File: src/rtl/demux2_reg_pkg.sv
// demux2_reg shared definitions
// lane select codes and default sizing
package demux_pkg;
  localparam logic LANE_A = 1'b0;
  localparam logic LANE_B = 1'b1;
  localparam int DEF_WIDTH = 4;
  localparam int DEF_DEPTH = 2;
endpackage

File: src/rtl/demux2_reg_if.sv
// demux2_reg bus: one input port,
// two output lanes with handshakes
interface demux2_reg_if
  import demux_pkg::*;
#(
  parameter int WIDTH = DEF_WIDTH,
  parameter int DEPTH = DEF_DEPTH,
  localparam int CW = $clog2(DEPTH + 1)
) ();
  logic [WIDTH-1:0] in_data;
  logic             in_valid;
  logic             in_sel;
  logic             in_ready;
  logic [WIDTH-1:0] a_data;
  logic             a_valid;
  logic             a_ready;
  logic [WIDTH-1:0] b_data;
  logic             b_valid;
  logic             b_ready;
  logic [CW-1:0]    a_count;
  logic [CW-1:0]    b_count;

  modport master (
    output in_data, in_valid, in_sel,
    input  in_ready,
    input  a_data, a_valid, a_count,
    output a_ready,
    input  b_data, b_valid, b_count,
    output b_ready
  );

  modport slave (
    input  in_data, in_valid, in_sel,
    output in_ready,
    output a_data, a_valid, a_count,
    input  a_ready,
    output b_data, b_valid, b_count,
    input  b_ready
  );
endinterface

File: src/rtl/demux2_reg_lane_fifo.sv
// lane_fifo: per-lane word buffer
// with registered count and valid
module lane_fifo
  import demux_pkg::*;
#(
  parameter int WIDTH = DEF_WIDTH,
  parameter int DEPTH = DEF_DEPTH,
  localparam int CW = $clog2(DEPTH + 1)
) (
  input  logic             clk,
  input  logic             rst_n,
  input  logic             push,
  input  logic             pop,
  input  logic [WIDTH-1:0] wdata,
  output logic [WIDTH-1:0] rdata,
  output logic [CW-1:0]    count,
  output logic             valid,
  output logic             full
);
  localparam int AW = $clog2(DEPTH);

  logic [WIDTH-1:0] mem [DEPTH];
  logic [AW-1:0]    rd;
  logic [AW-1:0]    wr;
  logic [CW-1:0]    cnt;
  logic [CW-1:0]    cnt_n;
  logic             valid_q;
  logic             wr_en;
  logic             rd_en;

  assign full  = (cnt == CW'(DEPTH));
  assign wr_en = push & ~full;
  assign rd_en = pop & valid_q;
  assign rdata = mem[rd];
  assign count = cnt;
  assign valid = valid_q;

  // next occupancy; push+pop cancels out
  always_comb begin
    cnt_n = cnt;
    unique case ({wr_en, rd_en})
      2'b10:   cnt_n = cnt + 1'b1;
      2'b01:   cnt_n = cnt - 1'b1;
      default: cnt_n = cnt;
    endcase
  end

  // storage, pointers, count and valid
  always_ff @(posedge clk or negedge rst_n) begin
    if (!rst_n) begin
      for (int i = 0; i < DEPTH; i++)
        mem[i] <= '0;
      rd      <= '0;
      wr      <= '0;
      cnt     <= '0;
      valid_q <= 1'b0;
    end else begin
      if (wr_en) begin
        mem[wr] <= wdata;
        wr      <= wr + 1'b1;
      end
      if (rd_en)
        rd <= rd + 1'b1;
      cnt     <= cnt_n;
      valid_q <= (cnt_n != '0);
    end
  end
endmodule

File: src/rtl/demux2_reg.sv
// demux2_reg: steers input words into
// two independently buffered lanes
module demux2_reg
  import demux_pkg::*;
#(
  parameter int WIDTH = DEF_WIDTH,
  parameter int DEPTH = DEF_DEPTH
) (
  input logic         clk,
  input logic         rst_n,
  demux2_reg_if.slave bus
);
  logic push_a;
  logic push_b;
  logic full_a;
  logic full_b;

  // ready follows only the selected lane
  assign bus.in_ready =
    (bus.in_sel == LANE_B) ? ~full_b : ~full_a;

  // decode push enable from sel
  always_comb begin
    push_a = 1'b0;
    push_b = 1'b0;
    unique case (bus.in_sel)
      LANE_A: push_a = bus.in_valid;
      LANE_B: push_b = bus.in_valid;
      default: ;
    endcase
  end

  lane_fifo #(
    .WIDTH (WIDTH),
    .DEPTH (DEPTH)
  ) u_lane_a (
    .clk   (clk),
    .rst_n (rst_n),
    .push  (push_a),
    .pop   (bus.a_ready),
    .wdata (bus.in_data),
    .rdata (bus.a_data),
    .count (bus.a_count),
    .valid (bus.a_valid),
    .full  (full_a)
  );

  lane_fifo #(
    .WIDTH (WIDTH),
    .DEPTH (DEPTH)
  ) u_lane_b (
    .clk   (clk),
    .rst_n (rst_n),
    .push  (push_b),
    .pop   (bus.b_ready),
    .wdata (bus.in_data),
    .rdata (bus.b_data),
    .count (bus.b_count),
    .valid (bus.b_valid),
    .full  (full_b)
  );
endmodule

File: src/flat_wrapper.sv
// flat-port wrapper written by rule: the top's interface ports become plain ports
module demux2_reg_flat import demux_pkg::*;
#(
  parameter int WIDTH = DEF_WIDTH,
  parameter int DEPTH = DEF_DEPTH
)
  (clk, rst_n, bus_in_data, bus_in_valid, bus_in_sel, bus_in_ready, bus_a_data, bus_a_valid, bus_a_count, bus_a_ready, bus_b_data, bus_b_valid, bus_b_count, bus_b_ready);
  demux2_reg_if #(.WIDTH(WIDTH), .DEPTH(DEPTH)) bus_i ();
  input logic clk;
  input logic rst_n;
  input wire logic [$bits(bus_i.in_data)-1:0] bus_in_data;
  input wire logic [$bits(bus_i.in_valid)-1:0] bus_in_valid;
  input wire logic [$bits(bus_i.in_sel)-1:0] bus_in_sel;
  output wire logic [$bits(bus_i.in_ready)-1:0] bus_in_ready;
  output wire logic [$bits(bus_i.a_data)-1:0] bus_a_data;
  output wire logic [$bits(bus_i.a_valid)-1:0] bus_a_valid;
  output wire logic [$bits(bus_i.a_count)-1:0] bus_a_count;
  input wire logic [$bits(bus_i.a_ready)-1:0] bus_a_ready;
  output wire logic [$bits(bus_i.b_data)-1:0] bus_b_data;
  output wire logic [$bits(bus_i.b_valid)-1:0] bus_b_valid;
  output wire logic [$bits(bus_i.b_count)-1:0] bus_b_count;
  input wire logic [$bits(bus_i.b_ready)-1:0] bus_b_ready;
  assign bus_i.in_data = bus_in_data;
  assign bus_i.in_valid = bus_in_valid;
  assign bus_i.in_sel = bus_in_sel;
  assign bus_in_ready = bus_i.in_ready;
  assign bus_a_data = bus_i.a_data;
  assign bus_a_valid = bus_i.a_valid;
  assign bus_a_count = bus_i.a_count;
  assign bus_i.a_ready = bus_a_ready;
  assign bus_b_data = bus_i.b_data;
  assign bus_b_valid = bus_i.b_valid;
  assign bus_b_count = bus_i.b_count;
  assign bus_i.b_ready = bus_b_ready;
  demux2_reg #(.WIDTH(WIDTH), .DEPTH(DEPTH)) u_core (.clk(clk), .rst_n(rst_n), .bus(bus_i));
endmodule
File: config.mk
export PLATFORM = sky130hd
export DESIGN_NAME = demux2_reg_flat
export DESIGN_NICKNAME = d
export VERILOG_FILES = /design/src/rtl/demux2_reg_pkg.sv /design/src/rtl/demux2_reg_if.sv /design/src/rtl/demux2_reg_lane_fifo.sv /design/src/rtl/demux2_reg.sv /design/src/flat_wrapper.sv
export SDC_FILE = /design/constraint.sdc
export NUM_CORES = 1
export LEC_CHECK = 0
export ABC_AREA = 1
export CELL_PAD_IN_SITES_DETAIL_PLACEMENT = 0
export CELL_PAD_IN_SITES_GLOBAL_PLACEMENT = 2
export CORE_UTILIZATION = 30
export CTS_BUF_LIST = sky130_fd_sc_hd__clkbuf_2
export DETAILED_ROUTE_END_ITERATION = 10
export PLACE_DENSITY_LB_ADDON = 0.25
export SYNTH_ARGS = -nofsm -noshare
export SYNTH_HDL_FRONTEND = slang
export SYNTH_SLANG_ARGS = --single-unit
File: constraint.sdc
create_clock -name clk -period 1.6 [get_ports clk]
set_input_delay 0.32 -clock clk [delete_from_list [all_inputs] [get_ports clk]]
set_output_delay 0.32 -clock clk [all_outputs]
set_load 0.05 [all_outputs]
== Word-level counts from Yosys, hierarchy flattened ==
Index checks and enable logic that the tools add are counted.

* Output and inout port bits: 15
* Memories: 0
* Memory bits (writable): 0
* Memory bits (read-only): 0
* Bits in latches: 0
* Flip-flop bits (word level): 26
* Input bits: 10

* Shifts and indexed selects: 0
* Magnitude comparators: 6
* Divide/modulo/power cells: 0
* Reduce and logical (&&, ||, !) cells: 4
* Equality and inequality tests: 6
* Add/subtract/negate cells: 8
* Multiplexer cells: 17
* Multipliers: 0
* Bitwise logic cells: 10

{| class="wikitable"
|+ Operator list
! operator !! number
|-
| 4-bit two-way mux || 8
|-
| 8-bit bitwise mux || 2
|-
| 4-bit demux with 1-bit select || 2
|-
| 2-bit == test, second input constant || 4
|-
| 2-bit >= comparator, second input constant || 4
|-
| 1-bit NOT with 2-bit output || 4
|-
| 2-bit case mux with 2 select lines || 2
|-
| 1-bit adder, second input constant || 4
|-
| 2-bit by 1-bit adder with 2-bit output, second input constant || 2
|-
| 1-bit AND || 4
|-
| 2-bit by 1-bit == test with 1-bit output, second input constant || 2
|-
| 2-bit by 1-bit less-than comparator with 1-bit output, second input constant || 2
|-
| 2-bit nonzero test || 2
|-
| 2-bit by 1-bit subtractor with 2-bit output, second input constant || 2
|-
| 1-bit two-way mux || 3
|-
| 1-bit logical AND || 2
|-
| 1-bit NOT || 2
|}

== Depth between registers and ports, before layout ==
* Word-level depth: 6
* Gate-level depth with buffers: 10

== By module ==
Synthesis repeated with hierarchy kept, for this count alone.

* Cell total of the unflattened synthesis: 168
* Area total of the unflattened synthesis: 1291.2 um2

{| class="wikitable"
|+ By module, submodules not included
! module !! cells each !! sequential area each (um2) !! instances !! area an instance (um2)
|-
| lane_fifo || 79 || 325.3 || 2 || 626.9
|-
| demux2_reg || 10 || 0.0 || 1 || 37.5
|}

== Worst setup path before layout ==
OpenSTA, ideal clock, no wires.

* Path type: register to register
* From: register u_core.u_lane_a.cnt[0], in the netlist u_core.u_lane_a.count[0]
* To: register u_core.u_lane_a.valid_q, in the netlist u_core.u_lane_a.valid
* Period minus slack after synthesis: 1.740 ns
* Path slack: -0.140 ns
* Path buffers: 1
* Data arrival time: 1.612 ns
* Stages on the path, launching flop included: 10
* Library setup time: 0.128 ns
* Path through: dfrtp_1 inv_2 nand2_2 buf_6 nand2_1 ha_1 inv_1 nand3_1 nand2_1 nand3_1

* Word-level cells in the longest chain between the ends: 6

{| class="wikitable"
|+ RTL lines
! item !! RTL line !! source
|-
| start: declaration || demux2_reg_lane_fifo.sv:25 || <nowiki>logic [CW-1:0] cnt;</nowiki>
|-
| start signal: assignment || demux2_reg_lane_fifo.sv:64 || <nowiki>cnt <= cnt_n;</nowiki>
|-
| 2-bit == test || demux2_reg_lane_fifo.sv:31 || <nowiki>assign full = (cnt == CW'(DEPTH));</nowiki>
|-
| 1-bit NOT || demux2_reg_lane_fifo.sv:32 || <nowiki>assign wr_en = push & ~full;</nowiki>
|-
| 1-bit AND || demux2_reg_lane_fifo.sv:32 ||
|-
| 2-bit by 1-bit == test with 1-bit output or 2-bit == test (tied branches) || demux2_reg_lane_fifo.sv:41 || <nowiki>unique case ({wr_en, rd_en})</nowiki>
|-
| 2-bit case mux with 2 select lines (*) || demux2_reg_lane_fifo.sv:41 ||
|-
| 2-bit nonzero test (*) || demux2_reg_lane_fifo.sv:65 || <nowiki>valid_q <= (cnt_n != '0);</nowiki>
|-
| end signal: assignment || demux2_reg_lane_fifo.sv:65 ||
|-
| end: declaration || demux2_reg_lane_fifo.sv:27 || <nowiki>logic valid_q;</nowiki>
|}

Every way passes the cells marked *; elsewhere a longest branch is shown, timed or not.
A chain may end at the register's enable or synchronous reset.

== Worst setup path in the final report ==
* From: register u_core.u_lane_b.cnt[0], in the netlist u_core.u_lane_b.count[0]
* To: output bus_in_ready

* Word-level cells in the longest chain between the ends: 3

{| class="wikitable"
|+ RTL lines
! item !! RTL line !! source
|-
| start: declaration || demux2_reg_lane_fifo.sv:25 ||
|-
| start signal: assignment || demux2_reg_lane_fifo.sv:64 ||
|-
| 2-bit == test || demux2_reg_lane_fifo.sv:31 ||
|-
| 1-bit NOT || demux2_reg.sv:20 || <nowiki>(bus.in_sel == LANE_B) ? ~full_b : ~full_a;</nowiki>
|-
| 1-bit two-way mux || demux2_reg.sv:20 ||
|-
| end: declaration || flat_wrapper.sv:14 || <nowiki>output wire logic [$bits(bus_i.in_ready)-1:0] bus_in_ready;</nowiki>
|}

No other way between the ends.

==> results.json <==
{
  "numCtsBuffers": 3,
  "cp_data_arrival_time_ns": 1.35,
  "grt_use_total_pct": 14.4,
  "grt_pass1_wl_mm": 4.82,
  "met3WireLength_um": 112,
  "crit_buf_inv": 2,
  "initial_core_util_pct": 31.3,
  "placedCellCount": 235,
  "grt_pass1_vias": 1079,
  "avgSynthCellArea_um2": 8.03,
  "cpLargestDelayFamily": "flip-flops",
  "synth_compound_area_share_pct": 0,
  "skew_ns": 0.0214,
  "cts.reportedPaths.clkPinSlew_ns": 0.26,
  "fin_util_pct": 46.4,
  "cpPeakStageDelay_ns": 0.47,
  "finalSetupViolations": 1,
  "fillerInstances": 394,
  "overflow": 0,
  "start_kind": "flip-flop",
  "outcome": "complete, but fails checks",
  "die_h_um": 66.6,
  "cts_root_buf": "clkbuf_2",
  "maxSlewViolCount": 0,
  "clock.fmax_ghz": 0.598,
  "layout.nets": 209,
  "highest_layer": "met4",
  "cp-end-kind": "output pin",
  "synth_top_family_by_area": "simple AND/OR/NAND/NOR gates",
  "reg2reg_from": "u_core.u_lane_a.count[1]",
  "synth-xor-area-share_pct": 2.80,
  "p_per_area_nw_per_um2": 2430,
  "routed_via_density": 4.57,
  "syn_inst": 156,
  "violations": "setup timing",
  "r2r_end": "u_core.u_lane_a.valid",
  "portBuffers": 24,
  "io_pins": 25,
  "clkPwrFrac_pct": 5.6,
  "worst_pin_slew_ns": 0.338,
  "share_comb_of_total_power_pct": 66.4,
  "cp_max_fo": 2,
  "cts_tree": "built",
  "p_switching_mw": 2.14,
  "wl_per_cell_um": 11.4,
  "hold_path_class": "primary input to asynchronous set/reset pin",
  "first_pass_iters": 4,
  "finalInstanceArea_um2": 1860,
  "finalHoldViolations": 0,
  "place.gp.congestion": 0.782,
  "power.internal_mw": 2.37,
  "dp_slack_ns": -0.239,
  "syn_area_um2": 1250,
  "drtIter0Drc": 46,
  "dr_wl_met2_mm": 1.37,
  "rsz0062_at_grt": "yes",
  "ir_worst_vdd_v": 0.00105,
  "worstSkewPairLatency_ns": 0.35,
  "detailed_place_hpwl_mm": 2.09,
  "synthMuxAreaShare_pct": 0.899,
  "crit_required_ns": 1.28,
  "rows": 23,
  "diodes": 0,
  "synth.distinct_cells": 14,
  "yosysWarnings": 0,
  "final_antenna_net_count": 0,
  "max_slew_margin_pct": 77.5,
  "p_seq_share_pct": 28.1,
  "grt_max_degree": 27,
  "fp.dieW_um": 66.6,
  "met1_length_mm": 1.30,
  "r2r_cells": 8,
  "vias": 1124,
  "synthAdderAreaFrac_pct": 2.00,
  "floorplan.core_area_um2": 4000,
  "period_needed_ns": 1.67,
  "crit_chain": "inv_2 -> nand2_2 -> mux2_4 -> buf_8",
  "antenna_found_initial": 0,
  "final_cell_mix": "50 x nand2_1, 24 x nand2_2, 22 x dfrtp_1, 15 x nand3_1, 14 x buf_4",
  "switching_share_pct": 47.5,
  "critPathKind": "flip-flop to output pin",
  "synth-seq-area-share_pct": 51.9,
  "clk_path_buf_depth": 2,
  "ff2ff_setup_slack_ns": 0.12,
  "synth_nets": 168,
  "ys_ff_latch": 26,
  "stdcell_count": 246,
  "routed_wl_mm": 2.80,
  "final_common_cell": "nand2_1",
  "cts.htree.levels": 1,
  "drcViolationCount": 0,
  "maxCapViolCount": 0,
  "ctsHoldBuffers": 0,
  "syn2layout_area_growth_pct": 48.3,
  "leakagePower_nw": 0.970,
  "final_layout_size_suffix_gt1_share_pct": 35.7,
  "fin_crit_sh_pct": 105,
  "cts_num_sinks": 26,
  "fin_ws_ns": -0.0720,
  "yosys.area_share.simple_pct": 35.2,
  "worst_path_max_delay_cell": "dfrtp_2",
  "die_area_um2": 4440,
  "place_area_um2": 1710
}
## state kept, by name, summed over array words and instances (netlist names)
| signal | flops |
|---|---|
| u_core.u_lane_a.mem | 8 |
| u_core.u_lane_b.mem | 8 |
| u_core.u_lane_b.wr | 1 |
| u_core.u_lane_a.wr | 1 |
| u_core.u_lane_a.count | 2 |
| u_core.u_lane_b.count | 2 |
| u_core.u_lane_b.valid | 1 |
| u_core.u_lane_b.rd | 1 |
| u_core.u_lane_a.valid | 1 |
| u_core.u_lane_a.rd | 1 |
## power groups by stage
stage                     clock network, mW  logic [mW]  registers (mW)
after detailed placement                  0        2.65            1.28
after global placement                    0        2.62            1.28
final                                 0.251        2.99            1.27
after global routing                  0.287        3.22            1.32
after floorplan                           0        1.29            1.46
after CTS                             0.260        2.86            1.23
## through the flow
| step | power [mW] | hold slack [ns] | TNS, ns |
|---|---|---|---|
| 6_report | 4.51 | 0.290 | -0.0720 |
| 5_1_grt | 4.83 | 0.287 | -0.378 |
| 4_1_cts | 4.35 | 0.307 | -0.0806 |
| 3_5_place_dp | 3.94 | 0.459 | -1.26 |
| 3_3_place_gp | 3.90 | 0.460 | -0.870 |
| 2_1_floorplan | 2.74 | 0.0244 | 0 |
## cells in the mapped netlist
master | number | area, um2
nand4_1 | 10 | 62.6
nand2_1 | 72 | 270
nand3_2 | 1 | 10.0
buf_4 | 1 | 7.51
dfrtp_1 | 26 | 651
buf_6 | 1 | 11.3
ha_1 | 2 | 25.0
nor2_1 | 1 | 3.75
nand3_1 | 15 | 75.1
xor2_1 | 4 | 35.0
mux2_2 | 1 | 11.3
inv_1 | 15 | 56.3
inv_2 | 4 | 15.0
nand2_2 | 3 | 18.8
## cell families (layout without fill, tap and decap cells)
kind of cell,after synthesis,after routing
muxes,1,1
buffers and inverters,21,61
adders and majority gates,2,2
DFF,26,26
and+or+nand+nor,102,102
xor gates and xnor gates,4,4
## worst register-to-register path, stage by stage, from the launching register on
cell and delay, ns:
dfrtp_2 0.51, nand2_4 0.09, buf_4 0.11, nand2_1 0.07, ha_1 0.32, inv_1 0.08, nand3_1 0.07, nand2_1 0.08
nand3_1 0.07
## metal layers
layer	vias up	track usage, %
met5	-	0
met4	0	4.79
met3	2	2.74
met2	23	23.2
met1	527	19.2
li1	572	-
## worst max-delay path by stage
stage | start | to | cells after the start
after floorplan | u_core.u_lane_a.count[0] | u_core.u_lane_a.valid | 9
after global placement | bus_in_sel | u_core.u_lane_b.valid | 7
after detailed placement | bus_in_valid | u_core.u_lane_a.valid | 9
after CTS | u_core.u_lane_a.count[0] | bus_in_ready | 4
after global routing | u_core.u_lane_a.count[0] | bus_in_ready | 4
final | u_core.u_lane_b.count[0] | bus_in_ready | 4
## layout make-up
cell class	instances	area, um2	share of cell area [%]
clock buffer	3	15.0	0.809
clock inverter	1	3.75	0.202
inverter	19	71.3	3.84
multi-input combinational	109	576	31.0
sequential	26	656	35.3
tap	50	62.6	3.37
timing repair buffer	38	473	25.5
## repair_timing
action | in CTS | in global routing
pin swaps | 0 | 3
setup buffers | 6 | 1
endpoints found under the setup margin | 9 | 9
resized for setup | 7 | 25
No activity file was read; power rests on OpenSTA's default activity.
